==> config.mk <==
export PLATFORM = sky130hd
export DESIGN_NAME = mips_pipelined_core
export DESIGN_NICKNAME = d
export VERILOG_FILES = /design/src/rtl/mips_pipelined_core.sv
export SDC_FILE = /design/constraint.sdc
export NUM_CORES = 2
export LEC_CHECK = 0
export CORE_AREA = 2 2 390 392
export CTS_CLUSTER_DIAMETER = 100
export CTS_CLUSTER_SIZE = 10
export DETAILED_ROUTE_END_ITERATION = 8
export DIE_AREA = 0 0 392 394
export HOLD_SLACK_MARGIN = 0.03
export PLACE_DENSITY = 0.67
export SYNTH_ARGS = -nofsm -noshare
export SYNTH_HDL_FRONTEND = slang
export SYNTH_SLANG_ARGS = --single-unit
==> constraint.sdc <==
create_clock -name clk -period 8.45 [get_ports clk]
set_input_delay 2.535 -clock clk [delete_from_list [all_inputs] [get_ports clk]]
set_output_delay 2.535 -clock clk [all_outputs]
set_load 0.1 [all_outputs]
==> src/rtl/mips_pipelined_core.sv <==
// Five-stage MIPS32-subset pipeline (F/D/E/M/W) with forwarding, load-use and
// branch-compare stalls, and branch/jump resolution in Decode with a one-slot squash.
module mips_pipelined_core (
    input  logic        clk,
    input  logic        reset,
    output logic [31:0] pc,
    input  logic [31:0] instr,
    output logic        memwrite,
    output logic [31:0] aluout,
    output logic [31:0] writedata,
    input  logic [31:0] readdata
);
    localparam logic [5:0] OP_RTYPE = 6'h00, OP_LW = 6'h23, OP_SW = 6'h2B,
                           OP_BEQ = 6'h04, OP_ADDI = 6'h08, OP_J = 6'h02;
    localparam logic [2:0] ALU_ADD = 3'd0, ALU_SUB = 3'd1, ALU_AND = 3'd2,
                           ALU_OR = 3'd3, ALU_SLT = 3'd4;

    typedef struct packed {
        logic        regwrite;
        logic        memtoreg;
        logic        memwrite;
        logic        alusrc;
        logic [2:0]  alu;
        logic [4:0]  rs;
        logic [4:0]  rt;
        logic [4:0]  wreg;
        logic [31:0] a;
        logic [31:0] b;
        logic [31:0] imm;
    } de_t;

    typedef struct packed {
        logic        regwrite;
        logic        memtoreg;
        logic        memwrite;
        logic [4:0]  wreg;
        logic [31:0] alu_y;
        logic [31:0] wdata;
    } em_t;

    typedef struct packed {
        logic        regwrite;
        logic        memtoreg;
        logic [4:0]  wreg;
        logic [31:0] alu_y;
        logic [31:0] rdata;
    } mw_t;

    logic [31:0] pc_q, pc_d;
    logic [31:0] fd_instr_q, fd_instr_d;
    logic [31:0] fd_pcp4_q, fd_pcp4_d;
    de_t         de_q, de_d;
    em_t         em_q, em_d;
    mw_t         mw_q, mw_d;
    logic [31:0] regs_q [32];
    logic [31:0] regs_d [32];

    // Decode-stage fields and control
    logic [5:0]  d_op, d_funct;
    logic [4:0]  d_rs, d_rt, d_rd;
    logic [31:0] d_imm, d_rd1, d_rd2, br_a, br_b, target;
    logic        c_regwrite, c_memtoreg, c_memwrite, c_alusrc, c_branch, c_jump, c_use_rd;
    logic [2:0]  c_alu;
    logic        lu_stall, br_stall, stall, redirect;
    logic [31:0] wb_result;
    logic        wb_we;
    logic [31:0] e_fa, e_fb, e_b, e_y;

    assign d_op      = fd_instr_q[31:26];
    assign d_rs      = fd_instr_q[25:21];
    assign d_rt      = fd_instr_q[20:16];
    assign d_rd      = fd_instr_q[15:11];
    assign d_funct   = fd_instr_q[5:0];
    assign d_imm     = {{16{fd_instr_q[15]}}, fd_instr_q[15:0]};
    assign wb_result = mw_q.memtoreg ? mw_q.rdata : mw_q.alu_y;
    assign wb_we     = mw_q.regwrite && (mw_q.wreg != 5'd0);

    // Instruction decode; unsupported opcodes/functs fall through as nops
    always_comb begin
        c_regwrite = 1'b0;
        c_memtoreg = 1'b0;
        c_memwrite = 1'b0;
        c_alusrc   = 1'b0;
        c_branch   = 1'b0;
        c_jump     = 1'b0;
        c_use_rd   = 1'b0;
        c_alu      = ALU_ADD;
        case (d_op)
            OP_RTYPE: begin
                c_use_rd   = 1'b1;
                c_regwrite = 1'b1;
                case (d_funct)
                    6'h20:   c_alu = ALU_ADD;
                    6'h22:   c_alu = ALU_SUB;
                    6'h24:   c_alu = ALU_AND;
                    6'h25:   c_alu = ALU_OR;
                    6'h2A:   c_alu = ALU_SLT;
                    default: c_regwrite = 1'b0;
                endcase
            end
            OP_LW:   begin c_regwrite = 1'b1; c_memtoreg = 1'b1; c_alusrc = 1'b1; end
            OP_SW:   begin c_memwrite = 1'b1; c_alusrc = 1'b1; end
            OP_ADDI: begin c_regwrite = 1'b1; c_alusrc = 1'b1; end
            OP_BEQ:  c_branch = 1'b1;
            OP_J:    c_jump = 1'b1;
            default: ;
        endcase
    end

    // Register reads with write-through, branch operand forwarding and hazard detection
    always_comb begin
        d_rd1 = (d_rs == 5'd0) ? 32'd0 : (wb_we && mw_q.wreg == d_rs) ? wb_result : regs_q[d_rs];
        d_rd2 = (d_rt == 5'd0) ? 32'd0 : (wb_we && mw_q.wreg == d_rt) ? wb_result : regs_q[d_rt];
        br_a  = (em_q.regwrite && em_q.wreg != 5'd0 && em_q.wreg == d_rs) ? em_q.alu_y : d_rd1;
        br_b  = (em_q.regwrite && em_q.wreg != 5'd0 && em_q.wreg == d_rt) ? em_q.alu_y : d_rd2;
        lu_stall = de_q.memtoreg && (de_q.rt == d_rs || de_q.rt == d_rt);
        br_stall = c_branch &&
                   ((de_q.regwrite && (de_q.wreg == d_rs || de_q.wreg == d_rt)) ||
                    (em_q.memtoreg && (em_q.wreg == d_rs || em_q.wreg == d_rt)));
        stall    = lu_stall || br_stall;
        // A stall defers the branch decision to the next cycle
        redirect = !stall && (c_jump || (c_branch && br_a == br_b));
        target   = c_jump ? {fd_pcp4_q[31:28], fd_instr_q[25:0], 2'b00}
                          : fd_pcp4_q + {d_imm[29:0], 2'b00};
    end

    // Fetch, F/D and D/E next state: hold on stall, squash Fetch on redirect
    always_comb begin
        pc_d       = pc_q + 32'd4;
        fd_instr_d = instr;
        fd_pcp4_d  = pc_q + 32'd4;
        de_d       = '{regwrite: c_regwrite, memtoreg: c_memtoreg, memwrite: c_memwrite,
                       alusrc: c_alusrc, alu: c_alu, rs: d_rs, rt: d_rt,
                       wreg: c_use_rd ? d_rd : d_rt, a: d_rd1, b: d_rd2, imm: d_imm};
        if (stall) begin
            pc_d       = pc_q;
            fd_instr_d = fd_instr_q;
            fd_pcp4_d  = fd_pcp4_q;
            de_d       = '0;
        end else if (redirect) begin
            pc_d       = target;
            fd_instr_d = 32'd0;
        end
    end

    // Execute with Memory-over-Writeback operand forwarding, then E/M and M/W next state
    always_comb begin
        e_fa = (em_q.regwrite && em_q.wreg != 5'd0 && em_q.wreg == de_q.rs) ? em_q.alu_y :
               (wb_we && mw_q.wreg == de_q.rs) ? wb_result : de_q.a;
        e_fb = (em_q.regwrite && em_q.wreg != 5'd0 && em_q.wreg == de_q.rt) ? em_q.alu_y :
               (wb_we && mw_q.wreg == de_q.rt) ? wb_result : de_q.b;
        e_b  = de_q.alusrc ? de_q.imm : e_fb;
        case (de_q.alu)
            ALU_SUB: e_y = e_fa - e_b;
            ALU_AND: e_y = e_fa & e_b;
            ALU_OR:  e_y = e_fa | e_b;
            ALU_SLT: e_y = ($signed(e_fa) < $signed(e_b)) ? 32'd1 : 32'd0;
            default: e_y = e_fa + e_b;
        endcase
        em_d = '{regwrite: de_q.regwrite, memtoreg: de_q.memtoreg, memwrite: de_q.memwrite,
                 wreg: de_q.wreg, alu_y: e_y, wdata: e_fb};
        mw_d = '{regwrite: em_q.regwrite, memtoreg: em_q.memtoreg, wreg: em_q.wreg,
                 alu_y: em_q.alu_y, rdata: readdata};
        regs_d = regs_q;
        if (wb_we) regs_d[mw_q.wreg] = wb_result;
    end

    // All architectural and pipeline state; reset aborts everything in flight
    always_ff @(posedge clk or negedge reset) begin
        if (!reset) begin
            pc_q       <= '0;
            fd_instr_q <= '0;
            fd_pcp4_q  <= '0;
            de_q       <= '0;
            em_q       <= '0;
            mw_q       <= '0;
            for (int i = 0; i < 32; i++) regs_q[i] <= '0;
        end else begin
            pc_q       <= pc_d;
            fd_instr_q <= fd_instr_d;
            fd_pcp4_q  <= fd_pcp4_d;
            de_q       <= de_d;
            em_q       <= em_d;
            mw_q       <= mw_d;
            regs_q     <= regs_d;
        end
    end

    assign pc        = pc_q;
    assign memwrite  = em_q.memwrite;
    assign aluout    = em_q.alu_y;
    assign writedata = em_q.wdata;
endmodule

; Word level (Yosys, flattened, before mapping)
; Index checks and enable logic that the tools add are counted.
; W data, S select, Z words.
[word_totals]
register_bits = 1381
input_bits = 66
out_inout_bits = 97
word_cells = 168
[classes]
add_sub_neg = 4
order_cmp = 5
n_eq_ne = 27
mux = 38
bitwise = 5
reduce_logical = 32
[op_table]
columns = op, n
row1 = $bwmux W1024, 1
row2 = $mux W32, 20
row3 = $bmux W32 S5, 2
row4 = $demux W32 S5, 1
row5 = $pmux W32 S4, 1
row6 = $mux W118, 1
row7 = $add A32 B32 Y32, 2
row8 = $eq A5 B5 Y1, 12
row9 = $eq A6 B6 Y1 const B, 7
row10 = $add A32 B3 Y32 const B, 1
row11 = $and A32 B32 Y32, 1
row12 = $eq A32 B32 Y1, 1
row13 = $lt A32 B32 Y1, 1
row14 = $or A32 B32 Y32, 1
row15 = $sub A32 B32 Y32, 1
row16 = $ge A6 B6 Y1 const B, 3
row17 = $not A5 Y6, 3
row18 = $logic_and A1 B1 Y1, 17
row19 = $pmux W3 S4, 1
row20 = $logic_not A5 Y1, 2
row21 = $reduce_bool A5 Y1, 2
row22 = $mux W1, 8
row23 = $eq A3 B2 Y1 const B, 2
row24 = $eq A6 B2 Y1 const B, 1
row25 = 14 further kinds, 19

; Longest topological paths before layout
[logic_depth]
ltp_word = 12
mapped_depth = 26
ltp_nobuf = 23

; Least setup slack after synthesis
; OpenSTA, ideal clock, no wires.
[synth_path]
kind = register -> register
from = register mw_q[65] in the netlist's numbering
to = register em_q, in the netlist aluout[30]
setup_time_ns = 0.136
arrival_time_ns = 5.766
t_required_ns = 8.314
slack_ns = 2.547
stages_incl_launch_ff = 26
path_buffers = 3
period_less_slack_ns = 5.903
path_cell_list = dfrtp_1 -> buf_2 -> buf_1 -> xnor2_1 -> nand3_1 -> nor4_1 -> clkbuf_1 -> nand2_1 -> o21ai_0 -> o21ai_0 -> mux2_2 -> ha_1 -> fa_1 -> o21ba_2 -> o21bai_1 -> a21oi_1 -> o21a_1 -> o311ai_0 -> and3_1 -> a211o_1 -> a221o_1 -> a211oi_1 -> a21oi_1 -> a41o_1 -> mux2i_1 -> o21ai_0
[synth_between]
elab_chain_len = 8
[synth_rtl]
columns = element, line
row1 = from (decl), 54  ; mw_t mw_q, mw_d;
row2 = from (signal assigned), 184  ; mw_q <= mw_d;
row3 = $reduce_bool A5 Y1, 76  ; assign wb_we = mw_q.regwrite && (mw_q.wreg != 5'd0);
row4 = $logic_and A1 B1 Y1, 76
row5 = $logic_and A1 B1 Y1 *, 151  ; (wb_we && mw_q.wreg == de_q.rt) ? wb_result : de_q.b;
row6 = $mux W32 *, 151
row7 = $mux W32 *, 150  ; e_fb = (em_q.regwrite && em_q.wreg != 5'd0 && em_q.wreg == de_q.rt) ? em_q.alu_y :
row8 = via e_fb[0], 67  ; logic [31:0] e_fa, e_fb, e_b, e_y;
row9 = $mux W32 *, 152  ; e_b = de_q.alusrc ? de_q.imm : e_fb;
row10 = $add A32 B32 Y32 or $sub A32 B32 Y32 (tied branches), "158, 154"
row11 = $pmux W32 S4 *, 153  ; case (de_q.alu)
row12 = via e_y[30], 67
row13 = to (signal assigned), 183  ; em_q <= em_d;
row14 = to (decl), 53  ; em_t em_q, em_d;
; The timed path passes the listed nets; every way through them passes the cells marked *.
; A chain may end at the register's enable or synchronous reset.

; Worst setup path in the final report
[layout_path]
from = register mw_q[67] in the netlist's numbering
to = register em_q, in the netlist aluout[30]
; The elaborated chain is that of the path after synthesis.

==> metrics.md <==
| Metric | Value |
|---|---|
| Post-Syn Nets | `7,756` |
| Die Y | `394 um` |
| Max FO, Critical Path | `64` |
| DRT iter0 DRCs | `7,693` |
| Pwr Total | `17.3 mW` |
| Sequential-to-total area share from yosys stat | `44.8%` |
| Placement Rows | `143` |
| Setup violators final | `0` |
| Clk_lat worst skew | `0.84 ns` |
| Filler cells | `13,100` |
| Post-synth EDFFs | `0` |
| Grt ovf | `0` |
| P per Cell Area | `208 nW/um^2` |
| CTS HTree Levels | `4` |
| Post-Synthesis Cell Area | `76,300 um^2` |
| Mean post-synth cell area | `10.1 um^2` |
| Fmax | `148 MHz` |
| Worst setup path end | `aluout[30]$_DFF_PN0_` |
| Die span in x | `392 um` |
| Distinct cells, synth | `104` |
| Routed length on met2 | `124,000 um` |
| Crit path time final | `6.76 ns` |
| I/O pin count | `163` |
| Total CTS buffers | `154` |
| Length of routed wiring on met1 | `106,000 um` |
| Setup bufs post-CTS | `0` |
| Port buffer count | `162` |
| Vias in the first global route | `60,300` |
| TritonRoute pass-1 iters | `8` |
| Synth Flop Type | `dfrtp_1` |
| Reg2reg path depth | `22` |
| Synthesis-stage register bit count | `1,365` |
| Final GP Congestion | `0.943` |
| FF-to-FF Start | `mw_q[67]$_DFF_PN0_` |
| Average wire per standard cell | `29.5 um` |
| Mapped Cells | `7,561` |
| Final hold violations | `0` |
| Clk sinks | `1,365` |
| Die area | `154,000 um^2` |
| Area of the multi-input gates | `38,600 um^2` |
| Leakage | `35.8 nW` |
| Final cycle utilization of the critical path | `80.0%` |
| HPWL after detailed placement | `176,000 um` |
| Critical path launch point | `mw_q[67]$_DFF_PN0_` |
| FFs w/ async S/R, synth | `100%` |
| Clk_skew | `0.0452 ns` |
| RSZ-0062 raised after global routing | `false` |
| CP arrival | `7.41 ns` |
| Status | `complete, no violations` |
| Max-cap violations | `0` |
| Core area | `151,000 um^2` |
| VDD IR max | `0.200 mV` |
| Final Max Tran Viols | `0` |
| Top routing layer in use | `met5` |
| Largest net degree at the start of global routing | `171` |
| Total GRT Usage | `35.7%` |
| Initial antenna violation count | `11` |
| # DRC | `0` |
| Non-Filler Instances | `9,390` |
| CP Capture Type | `flip-flop` |
| Final ANT Viol Nets | `0` |
| Clock transition at the registers of the reported paths | `0.06 ns` |
| Vias/cell | `6.63` |
| Critical path class | `reg -> reg` |
| Root Buffer | `clkbuf_16` |
| Worst Tran Pin Value | `1.35 ns` |
| CP Launch Type | `flip-flop` |
| Wire length on met3 | `30,900 um` |
| Starting Density | `50.6%` |
| Routed WL | `277,000 um` |
| Required time of the critical path | `9.10 ns` |
| Register area | `34,200 um^2` |
| Hold_buf cts | `0` |
| RR Endpoint | `aluout[30]$_DFF_PN0_` |
| Fin nets | `7,531` |
| Slew margin rel. | `7.29%` |
| CTS Buffer Depth | `3` |
| Hold crit path type | `reg -> reg` |
| Layout cell share with drive strength beyond 1 | `13.4%` |
| Fin Setup TNS | `0 ns` |
| Placed insts | `9,210` |
| Vias | `62,300` |
| Synth Warn # | `0` |
| First-pass GRT wire length | `408,000 um` |
| # resized after CTS | `0` |
| R2R setup slack | `1.69 ns` |
| TritonCTS clock tree | `done` |
| Area delta synth->final | `9.37%` |
[cell usage after synthesis (41+ instances only)]
library cell | number | share of area [%]
inv_1 | 138 | 0.68
o21ai_0 | 785 | 5.2
a22oi_1 | 128 | 1.3
a21oi_1 | 689 | 4.5
a221oi_1 | 59 | 0.68
xnor2_1 | 85 | 0.98
and2_1 | 42 | 0.34
mux4_2 | 411 | 12
buf_4 | 98 | 0.96
nand2_1 | 901 | 4.4
clkbuf_1 | 486 | 2.4
mux2i_1 | 308 | 4.0
mux2_2 | 41 | 0.61
dfrtp_1 | 1365 | 45
a211oi_1 | 49 | 0.48
nand3_1 | 74 | 0.49
nor3_1 | 68 | 0.45
o22ai_1 | 84 | 0.69
xor2_1 | 62 | 0.71
ha_1 | 126 | 2.1
buf_2 | 76 | 0.50
nor2_1 | 764 | 3.8
[power by group]
group          internal (mW)  switching (mW)
registers               6.96           0.532
logic                   1.26            2.57
clock network           3.28            2.72
[critical path: stages (launching register included)]
cell and delay [ns]:
dfrtp_1 0.59, or3_4 0.46, o31ai_4 0.42, nor4_2 0.10, buf_4 0.30, o21ai_0 0.21, o21ai_0 0.13, mux2_2 0.33
ha_1 0.24, fa_1 0.48, o21ba_2 0.22, o21bai_1 0.20, a21oi_1 0.14, o21a_1 0.22, o311ai_0 0.89, and3_1 0.28
a211o_1 0.14, a221o_1 0.23, a211oi_1 0.11, a21oi_1 0.28, a41o_1 0.26, mux2i_1 0.19, o21ai_0 0.11
[cell usage in the layout, fill, tap and decap left out, types with 48 or more instances in the layout]
cell type        count
a211oi_1            48
a21oi_1            689
a221oi_1            59
a22oi_1            128
buf_4              174
clkbuf_16          156
clkdlybuf4s50_1    161
dfrtp_1           1354
ha_1               126
inv_1              137
mux2i_1            276
mux4_2             411
nand2_1            886
nand3_1             74
nor2_1             745
nor3_1              67
o21ai_0            783
o22ai_1             84
xnor2_1             84
xor2_1              61
[layer usage]
layer  vias to the layer above  GRT usage (%)
met5                         -              0
met4                         8           18.8
met3                       873           9.21
met2                      3777           53.4
met1                     31000           47.8
li1                      26600              -
[worst min-delay path by stage]
stage	start	end	cells after the start
after global routing	regs_q[1003]$_DFFE_PN0P_	regs_q[1003]$_DFFE_PN0P_	0
after detailed placement	de_q[116]$_DFF_PN0_	em_q[70]$_DFF_PN0_	0
after floorplan	de_q[115]$_DFF_PN0_	memwrite$_DFF_PN0_	0
after CTS	de_q[117]$_DFF_PN0_	em_q[71]$_DFF_PN0_	0
after global placement	de_q[115]$_DFF_PN0_	memwrite$_DFF_PN0_	0
final	de_q[117]$_DFF_PN0_	em_q[71]$_DFF_PN0_	0
[per-stage QoR]
step,setup slack (ns),hold WS (ns),area (um^2),util [%]
floorplan,2.55,0.331,76300,-
global placement,1.93,0.372,79300,52.6
detailed placement,1.83,0.364,79300,52.6
CTS,1.77,0.389,83400,55.4
global route,1.29,0.408,83400,55.4
finish,1.69,0.393,83400,55.4
[flip-flops by register name, indices dropped and copies added, names as in the netlist]
signal	count
writedata	32
regs_q	1024
aluout	32
mw_q	71
de_q	102
em_q	7
fd_instr_q	32
fd_pcp4_q	32
memwrite	1
pc	32
[kinds of logic (layout without fill, tap and decap cells)]
family / count (synthesis) / after routing / share of synthesized area [%]
DFF: 1365 / 1365 / 44.8
AOI/OAI and AO/OA: 2171 / 2171 / 17.0
other: 0 / 5 / 0
adders and majority gates: 129 / 129 / 2.15
muxes: 774 / 774 / 17.2
buffers and inverters: 884 / 678 / 5.51
xor gates and xnor gates: 147 / 147 / 1.69
and+or+nand+nor: 2091 / 2091 / 11.7
[layout make-up]
| type | count | area share (%) |
|---|---|---|
| clock buffer | 162 | 4.71 |
| inverter | 142 | 0.639 |
| clock inverter | 13 | 0.237 |
| sequential | 1365 | 41.0 |
| tap | 2030 | 3.04 |
| timing repair buffer | 361 | 4.13 |
| antenna | 5 | 0.0150 |
| multi-input combinational | 5312 | 46.2 |
Power figures use the tool's default switching activity.
